==> src/rtl/neuron_operand_loader_if.sv <==
// neuron_operand_loader_if
//   Groups the beat stream coming into the loader and the vector bus going out
//   to the neuron core.
//   Ports carried:
//     stream : in_valid, in_ready, in_w, in_x, in_last, in_bias
//     neuron : w[N-1:0], x[N-1:0], bias, start, done
//     status : len_err, occupancy
//   Modports:
//     slave  - the loader itself (takes the stream, drives the neuron bus)
//     master - the environment (beat producer plus neuron core)
interface neuron_operand_loader_if #(
  parameter int N     = 8,
  parameter int width = 8
);
  logic             in_valid;
  logic             in_ready;
  logic [width-1:0] in_w;
  logic [width-1:0] in_x;
  logic             in_last;
  logic [width-1:0] in_bias;
  logic [width-1:0] w [N-1:0];
  logic [width-1:0] x [N-1:0];
  logic [width-1:0] bias;
  logic             start;
  logic             done;
  logic             len_err;
  logic [1:0]       occupancy;

  modport slave (
    input  in_valid, in_w, in_x, in_last, in_bias, done,
    output in_ready, w, x, bias, start, len_err, occupancy
  );

  modport master (
    output in_valid, in_w, in_x, in_last, in_bias, done,
    input  in_ready, w, x, bias, start, len_err, occupancy
  );
endinterface

==> src/rtl/neuron_operand_loader.sv <==
// neuron_operand_loader
//   Assembles a serial stream of (weight, activation) beats into N-element
//   parallel vectors plus a bias, and hands each finished vector to the neuron
//   core with a one-cycle start pulse. Two ping-pong banks let the next vector
//   load while the neuron works on the current one.
//   Ports:
//     clk   - single clock, rising edge
//     reset - synchronous, active-high, clears all state and bank contents
//     bus   - neuron_operand_loader_if.slave (stream in, vector bus out,
//             len_err pulse, occupancy count)
module neuron_operand_loader #(
  parameter int N     = 8,
  parameter int width = 8
) (
  input  logic                    clk,
  input  logic                    reset,
  neuron_operand_loader_if.slave  bus
);

  localparam int              IDX_W    = $clog2(N);
  localparam logic [IDX_W-1:0] LAST_IDX = IDX_W'(N - 1);

  typedef enum logic [1:0] {
    BANK_EMPTY = 2'd0,
    BANK_FULL  = 2'd1,
    BANK_BUSY  = 2'd2
  } bank_state_e;

  typedef enum logic {
    ISSUE_IDLE = 1'b0,
    ISSUE_WAIT = 1'b1
  } issue_state_e;

  logic [width-1:0] w_mem_q    [2][N];
  logic [width-1:0] w_mem_d    [2][N];
  logic [width-1:0] x_mem_q    [2][N];
  logic [width-1:0] x_mem_d    [2][N];
  logic [width-1:0] bias_mem_q [2];
  logic [width-1:0] bias_mem_d [2];

  bank_state_e      bank_q [2];
  bank_state_e      bank_d [2];
  issue_state_e     issue_q, issue_d;

  logic             wr_sel_q, wr_sel_d;
  logic             rd_sel_q, rd_sel_d;
  logic [IDX_W-1:0] idx_q, idx_d;
  logic             start_q, start_d;
  logic             len_err_q, len_err_d;

  logic             in_ready;
  logic             accept;
  logic             close;

  // The fill side may only write into an EMPTY bank; a vector closes on an
  // explicit last beat or when the final element slot has been written.
  always_comb begin
    in_ready = (bank_q[wr_sel_q] == BANK_EMPTY);
    accept   = bus.in_valid & in_ready;
    close    = accept & (bus.in_last | (idx_q == LAST_IDX));
  end

  // Fill datapath: write the current element, and on close capture the bias,
  // clear the unused upper elements of a short vector so stale data from an
  // earlier vector never reaches the neuron, then move to the other bank.
  always_comb begin
    w_mem_d    = w_mem_q;
    x_mem_d    = x_mem_q;
    bias_mem_d = bias_mem_q;
    idx_d      = idx_q;
    wr_sel_d   = wr_sel_q;
    len_err_d  = 1'b0;
    if (accept) begin
      w_mem_d[wr_sel_q][idx_q] = bus.in_w;
      x_mem_d[wr_sel_q][idx_q] = bus.in_x;
      if (close) begin
        bias_mem_d[wr_sel_q] = bus.in_bias;
        for (int i = 0; i < N; i++) begin
          if (IDX_W'(i) > idx_q) begin
            w_mem_d[wr_sel_q][i] = '0;
            x_mem_d[wr_sel_q][i] = '0;
          end
        end
        wr_sel_d  = ~wr_sel_q;
        idx_d     = '0;
        // Closing without in_last can only happen on the final slot.
        len_err_d = ~bus.in_last;
      end else begin
        idx_d = idx_q + 1'b1;
      end
    end
  end

  // Issue FSM plus bank bookkeeping. The issue side only touches the rd_sel
  // bank while it is FULL or BUSY, and the fill side only closes an EMPTY
  // bank, so both updates can land in the same cycle without colliding.
  always_comb begin
    bank_d   = bank_q;
    issue_d  = issue_q;
    rd_sel_d = rd_sel_q;
    start_d  = 1'b0;
    case (issue_q)
      ISSUE_IDLE: begin
        if (bank_q[rd_sel_q] == BANK_FULL) begin
          start_d          = 1'b1;
          bank_d[rd_sel_q] = BANK_BUSY;
          issue_d          = ISSUE_WAIT;
        end
      end
      ISSUE_WAIT: begin
        if (bus.done) begin
          bank_d[rd_sel_q] = BANK_EMPTY;
          rd_sel_d         = ~rd_sel_q;
          issue_d          = ISSUE_IDLE;
        end
      end
    endcase
    if (close) begin
      bank_d[wr_sel_q] = BANK_FULL;
    end
  end

  // State register with synchronous reset; reset also wipes the banks so the
  // neuron bus reads zero and any half-loaded vector is discarded.
  always_ff @(posedge clk) begin
    if (reset) begin
      for (int b = 0; b < 2; b++) begin
        for (int i = 0; i < N; i++) begin
          w_mem_q[b][i] <= '0;
          x_mem_q[b][i] <= '0;
        end
        bias_mem_q[b] <= '0;
        bank_q[b]     <= BANK_EMPTY;
      end
      issue_q   <= ISSUE_IDLE;
      wr_sel_q  <= 1'b0;
      rd_sel_q  <= 1'b0;
      idx_q     <= '0;
      start_q   <= 1'b0;
      len_err_q <= 1'b0;
    end else begin
      w_mem_q    <= w_mem_d;
      x_mem_q    <= x_mem_d;
      bias_mem_q <= bias_mem_d;
      bank_q     <= bank_d;
      issue_q    <= issue_d;
      wr_sel_q   <= wr_sel_d;
      rd_sel_q   <= rd_sel_d;
      idx_q      <= idx_d;
      start_q    <= start_d;
      len_err_q  <= len_err_d;
    end
  end

  // The neuron always sees the rd_sel bank; it stays put while the vector is
  // in flight because rd_sel only moves on done.
  always_comb begin
    for (int i = 0; i < N; i++) begin
      bus.w[i] = w_mem_q[rd_sel_q][i];
      bus.x[i] = x_mem_q[rd_sel_q][i];
    end
    bus.bias      = bias_mem_q[rd_sel_q];
    bus.in_ready  = in_ready;
    bus.start     = start_q;
    bus.len_err   = len_err_q;
    bus.occupancy = 2'(bank_q[0] != BANK_EMPTY) + 2'(bank_q[1] != BANK_EMPTY);
  end

endmodule

==> src/flat_wrapper.sv <==
// flat-port wrapper written by rule: the top's interface ports become plain ports
module neuron_operand_loader_flat 
#(
  parameter int N     = 8,
  parameter int width = 8
)
  (clk, reset, bus_in_valid, bus_in_w, bus_in_x, bus_in_last, bus_in_bias, bus_done, bus_in_ready, bus_w, bus_x, bus_bias, bus_start, bus_len_err, bus_occupancy);
  neuron_operand_loader_if #(.N(N), .width(width)) bus_i ();
  input  logic clk;
  input  logic reset;
  input wire logic [$bits(bus_i.in_valid)-1:0] bus_in_valid;
  input wire logic [$bits(bus_i.in_w)-1:0] bus_in_w;
  input wire logic [$bits(bus_i.in_x)-1:0] bus_in_x;
  input wire logic [$bits(bus_i.in_last)-1:0] bus_in_last;
  input wire logic [$bits(bus_i.in_bias)-1:0] bus_in_bias;
  input wire logic [$bits(bus_i.done)-1:0] bus_done;
  output wire logic [$bits(bus_i.in_ready)-1:0] bus_in_ready;
  output wire logic [$bits(bus_i.w)-1:0] bus_w;
  output wire logic [$bits(bus_i.x)-1:0] bus_x;
  output wire logic [$bits(bus_i.bias)-1:0] bus_bias;
  output wire logic [$bits(bus_i.start)-1:0] bus_start;
  output wire logic [$bits(bus_i.len_err)-1:0] bus_len_err;
  output wire logic [$bits(bus_i.occupancy)-1:0] bus_occupancy;
  assign bus_i.in_valid = bus_in_valid;
  assign bus_i.in_w = bus_in_w;
  assign bus_i.in_x = bus_in_x;
  assign bus_i.in_last = bus_in_last;
  assign bus_i.in_bias = bus_in_bias;
  assign bus_i.done = bus_done;
  assign bus_in_ready = bus_i.in_ready;
  assign bus_w = {>>{bus_i.w}};
  assign bus_x = {>>{bus_i.x}};
  assign bus_bias = bus_i.bias;
  assign bus_start = bus_i.start;
  assign bus_len_err = bus_i.len_err;
  assign bus_occupancy = bus_i.occupancy;
  neuron_operand_loader #(.N(N), .width(width)) u_core (.clk(clk), .reset(reset), .bus(bus_i));
endmodule
==> config.mk <==
export PLATFORM = sky130hd
export DESIGN_NAME = neuron_operand_loader_flat
export DESIGN_NICKNAME = d
export VERILOG_FILES = /design/src/rtl/neuron_operand_loader_if.sv /design/src/rtl/neuron_operand_loader.sv /design/src/flat_wrapper.sv
export SDC_FILE = /design/constraint.sdc
export NUM_CORES = 1
export LEC_CHECK = 0
export ABC_CLOCK_PERIOD_IN_PS = 2400
export CORE_MARGIN = 8
export CORE_UTILIZATION = 50
export CTS_CLUSTER_DIAMETER = 120
export DETAILED_ROUTE_END_ITERATION = 16
export GPL_TIMING_DRIVEN = 0
export PLACE_DENSITY_LB_ADDON = 0.2
export SETUP_SLACK_MARGIN = 0.1
export SLEW_MARGIN = 20
export SYNTH_ARGS = -nofsm -noshare
export SYNTH_HDL_FRONTEND = slang
export SYNTH_SLANG_ARGS = --single-unit
==> constraint.sdc <==
create_clock -name clk -period 2.4 [get_ports clk]
set_input_delay 0.36 -clock clk [delete_from_list [all_inputs] [get_ports clk]]
set_output_delay 0.36 -clock clk [all_outputs]
set_load 0.1 [all_outputs]
; ---- Yosys cells after proc, flatten, opt, wreduce, memory -nomap -nowiden
; Cells that the tools add are included.
[word_totals]
inputBits = 29
register_bits = 284
latchBits = 0
n_memories = 0
ramBits = 0
rom_bits = 0
[classes]
n_reduce_logical = 10
shift = 0
n_lt_le_gt_ge = 14
n_bitwise = 44
div_mod_pow = 0
n_addsub = 2
n_mul = 0
muxes = 98
n_eq_ne = 2
[op_table]
columns = op, count
row1 = 2-to-1 mux 128 bit, 46
row2 = AND 128 bit, 16
row3 = inverter 128 bit, 8
row4 = demux 64 bit (select 1 bit), 9
row5 = 2-to-1 mux 64 bit, 8
row6 = bitwise mux 128 bit, 2
row7 = 2-to-1 mux 56 bit, 1
row8 = 2-to-1 mux 48 bit, 1
row9 = 2-to-1 mux 8 bit, 6
row10 = 2-to-1 mux 40 bit, 1
row11 = 2-to-1 mux 32 bit, 1
row12 = demux 8 bit (select 3 bit), 1
row13 = 2-to-1 mux 24 bit, 1
row14 = bitwise mux 16 bit, 1
row15 = 2-to-1 mux 16 bit, 1
row16 = 2-to-1 mux 2 bit, 8
row17 = "> comparator 3 bit, first input constant", 4
row18 = 2-to-1 mux 4 bit, 3
row19 = demux 8 bit (select 1 bit), 1
row20 = case mux 4 bit (2 select lines), 1
row21 = "> comparator 1 x 3 -> 1 bit, first input constant", 2
row22 = "> comparator 2 x 3 -> 1 bit, first input constant", 2
row23 = inverter 1 bit, 6
row24 = AND 2 bit, 2
row25 = other kinds (26), 38

; ---- Longest topological paths before layout
[depth]
depth_word = 39
ltp_mapped = 8

; ---- Least setup slack after synthesis
; OpenSTA, ideal clock, no wires.
[synth_path]
kind = reg-to-reg
start = register u_core.idx_q[0]
end = register u_core.w_mem_q[108] in the netlist's numbering
path_stages_with_launch = 8
setup_ps = 117
n_path_buf = 2
required_time_ps = 2283
t_arrival_ps = 2082
path_slack_ps = 201
cell_sequence = dfxtp_1 > clkbuf_1 > inv_1 > ha_1 > or4_1 > o21bai_1 > buf_2 > nor2_1
[synth_between]
elab_chain_cells = 39
word_cells_on_any_way = 51
cone_classes = order compare (10) / eq/ne (1) / mux (28) / bitwise (11) / reduce/logical (1)
[synth_lines]
columns = element, line_no
row1 = from (decl), neuron_operand_loader.sv:47  ; logic [IDX_W-1:0] idx_q, idx_d;
row2 = from (signal assigned), neuron_operand_loader.sv:149  ; idx_q <= idx_d;
row3 = inverter 3 -> 4 bit (not written as such), neuron_operand_loader.sv:74  ; w_mem_d[wr_sel_q][idx_q] = bus.in_w;
row4 = greater-or-equal comparator 4 bit (not written as such) / < comparator 4 x 1 -> 1 bit (equally long branches), neuron_operand_loader.sv:74
row5 = logical AND 1 bit (not written as such), neuron_operand_loader.sv:74
row6 = 2-to-1 mux 8 bit (not written as such), neuron_operand_loader.sv:74
row7 = demux 8 bit (select 3 bit), neuron_operand_loader.sv:74
row8 = 2-to-1 mux 64 bit (not written as such), neuron_operand_loader.sv:74
row9 = demux 64 bit (select 1 bit), neuron_operand_loader.sv:74
row10 = bitwise mux 128 bit, neuron_operand_loader.sv:74
row11 = [23 not listed], n/a
row12 = 2-to-1 mux 128 bit, neuron_operand_loader.sv:73  ; if (accept) begin
row13 = AND 128 bit (no line), n/a
row14 = 2-to-1 mux 128 bit, neuron_operand_loader.sv:79  ; if (IDX_W'(i) > idx_q) begin
row15 = 2-to-1 mux 128 bit, neuron_operand_loader.sv:76  ; if (close) begin
row16 = 2-to-1 mux 128 bit, neuron_operand_loader.sv:73
row17 = AND 128 bit (no line), n/a
row18 = 2-to-1 mux 128 bit, neuron_operand_loader.sv:79
row19 = 2-to-1 mux 128 bit (*), neuron_operand_loader.sv:76
row20 = to (signal assigned), neuron_operand_loader.sv:142  ; w_mem_q <= w_mem_d;
row21 = to (decl), neuron_operand_loader.sv:34  ; logic [width-1:0] w_mem_q [2][N];
; Mark *: on every way between the ends. The rest lies on a longest branch, timed or not. The select of a mux whose other input is x is not followed.
; A chain may end at the register's enable or synchronous reset.

; ---- Worst setup path in the final report
[layout_path]
start = register u_core.rd_sel_q
end = output bus_w[0]
[layout_between]
elab_chain_cells = 4
[layout_lines]
columns = element, line_no
row1 = from (decl), neuron_operand_loader.sv:46  ; logic rd_sel_q, rd_sel_d;
row2 = from (signal assigned), neuron_operand_loader.sv:148  ; rd_sel_q <= rd_sel_d;
row3 = inverter 1 -> 2 bit (not written as such), neuron_operand_loader.sv:159  ; bus.w[i] = w_mem_q[rd_sel_q][i];
row4 = 2-to-1 mux 64 bit (not written as such) (3 in series), neuron_operand_loader.sv:159
row5 = to (decl), flat_wrapper.sv:18  ; output wire logic [$bits(bus_i.w)-1:0] bus_w;
; No other way between the ends. The select of a mux whose other input is x is not followed.

==> metrics <==
post-synth top area share=47.39%; Async SR Flop Fraction=0%; initial antenna violation count=1; CTS clock-pin slew for the worst setup and hold paths=0.06 ns; VDD IR-drop max=0.4533 mV; nets=1510; MaxCap Viol Count=0; met2 usage=38.42%; vias after detailed routing=9917; Final Cycle Share=94.66%; Wirelength per Cell=19.67 um; Area growth, synth to finish=27.22%; count of pins over their slew limit=0; die width=170.9 um; most frequent cells in the layout=279 x dfxtp_1, 198 x nand2_1, 134 x mux2_2; Placed Instances=1761; reg-to-reg setup timing slack=0.14 ns; top post-synthesis cells by area=dfxtp_1 47%, mux2_2 13%, mux2i_1 9.3%, nand2_1 6.2%, a21oi_1 4.4%; cell taking the most area after synthesis=dfxtp_1; Worst Path Max Fanout=10; CTS tree=done; Pleak=6.237 nW; final hold vios=0; Max Freq=440.2 MHz; Clock Latency Late Sink=0.54 ns; first-pass GRT wire length=54.71 mm; Final Skew=0.01308 ns; register bit total from synthesis=284; worst setup margin=0.1281 ns; Routed WL=35.75 mm; Arr. time, crit path=1.91 ns; commonest non-fill, non-tap cell in the layout=dfxtp_1; Clock Path Buffers=3; Post-Syn Area per Cell=9.424 um^2; Avg Vias per Cell=5.458; RSZ-0062 raised after global routing=yes; Total Routing Usage GR=23.71%; Worst-Margin Slew=0.9761 ns; drt first-iter violations=743; Num CTS Buffers=29; Warnings, synthesis=0; pre-CTS setup slack=-1.446 ns; port bufs=169; core area=23540 um^2; Distinct cells, synth=42; min cycle time layout=2.272 ns; M1 GR Usage=31.58%; non-filler cells, final=1817; DIE HEIGHT=170.9 um; setup violators final=0; Sink Count=284; antenna cells=0; Initial Util=50.96%; Fillers=1996; Tightest Hold Check Type=primary input to flop; Post-Route Setup TNS=0 ns; Critical Path RT=2.04 ns; IO Pins=170; Post-synth EDFFs=0; Cells after Synth=1273; DRT antenna net count=0; Root Buffer=clkbuf_16; First-pass DRT Iterations=5; DRC Markers=0; routability cong.=0.8632; dpl hpwl=23.94 mm; DIE AREA=29210 um^2; crit path launch type=flop; H-Tree Depth=1; vias in the first global route=9752; Slew HR=34.93%; gr busiest metal=met2; Pwr per Cell Area=698.4 nW/um^2; Seq/Total Area, Yosys=47.39%; layout cells sized above 1=28.10%; WS Path Type=flop to output pin; main flop type after synthesis=dfxtp_1; status=finished clean; Synth Cell Area=12000 um^2; Row Count=56; Worst Setup End Kind=output pin; Synthesized Nets=1307; grt met3 use=4.863%; final global-route overflow total=0; largest net degree at the start of global routing=14
## power breakdown
part,switching (mW),total [mW],internal [mW]
clock network,1.87,4.48,2.62
registers,0.0451,4.83,4.78
logic,0.958,1.35,0.390
## what timing repair did
item,CTS,global route
pin swaps,2,2
buffers inserted,3,1
hold endpoints to repair,0,0
endpoints found under the setup margin,264,233
resized for setup,925,73
hold buffers,0,0
## sequential cells by signal, indices dropped and copies added, names as in the netlist
name / cells
u_core.bank_q: 4
u_core.bias_mem_q: 16
u_core.bus.len_err: 1
u_core.bus.start: 1
u_core.idx_q: 3
u_core.issue_q: 1
u_core.rd_sel_q: 1
u_core.w_mem_q: 128
u_core.wr_sel_q: 1
u_core.x_mem_q: 128
## final timing paths
path	start	to	depth (start not counted)
max	u_core.rd_sel_q	bus_w[0]	4
min	bus_in_bias[1]	u_core.bias_mem_q[1]	3
max reg2reg	u_core.bank_q[3]	u_core.w_mem_q[117]	5
min reg2reg	u_core.x_mem_q[85]	u_core.x_mem_q[85]	2
## metal layers
metal | share of wire (%) | vias to the layer above
met3 | 6.5 | 60
li1 | - | 4742
met1 | 44 | 4783
met5 | 0.036 | -
met4 | 2.5 | 2
met2 | 47 | 330
## synthesized netlist by cell type (all sizes together), types with 2 or more instances
| library cell | n |
|---|---|
| nor4 | 4 |
| o21ai | 39 |
| nand2b | 36 |
| a21o | 8 |
| mux2i | 112 |
| inv | 5 |
| or3 | 7 |
| buf | 40 |
| dfxtp | 284 |
| nor2 | 127 |
| ha | 5 |
| nand3 | 35 |
| o21bai | 4 |
| mux2 | 136 |
| or4 | 3 |
| or2 | 4 |
| a21oi | 105 |
| a2111oi | 2 |
| nand2 | 199 |
| nor3 | 10 |
| and2 | 2 |
| a22o | 32 |
| clkbuf | 63 |
## cell families after synthesis
family / after synthesis / synth area share [%]
AOI/OAI and AO/OA: 196 / 9.668
xor gates and xnor gates: 1 / 0.07302
adders and majority gates: 5 / 0.5215
buffers and inverters: 108 / 4.224
DFF: 284 / 47.39
muxes: 248 / 22.11
and+or+nand+nor: 431 / 16.01
## per-stage QoR
stage               area [um^2]  utilization (%)  hold WS, ns  total power [mW]
CTS                       15040            63.88       0.3939             10.64
global placement          14090            59.84       0.4344             6.161
finish                    15260            64.83       0.4141             10.66
detailed placement        14090            59.84       0.4412             6.169
global route              15260            64.83       0.4199             10.95
floorplan                 12000                -       0.4284             5.766
## critical path: stages, from the launching register on
cell and delay [ns]:
dfxtp_4 0.43, clkbuf_16 0.20, buf_12 0.16, mux2_2 0.38
buf_6 0.20
## final cells by class
class	count	area, um^2	share of cell area (%)
inverters	5	18.77	0.1230
plain buffers	102	679.4	4.452
flip-flops and latches	284	5694	37.31
well taps	319	399.1	2.615
multi-input cells	881	5908	38.71
repair buffers	173	1623	10.63
clock buffers	42	834.6	5.468
clock inverters	11	105.1	0.6886
(Power assumes the default switching activity.)
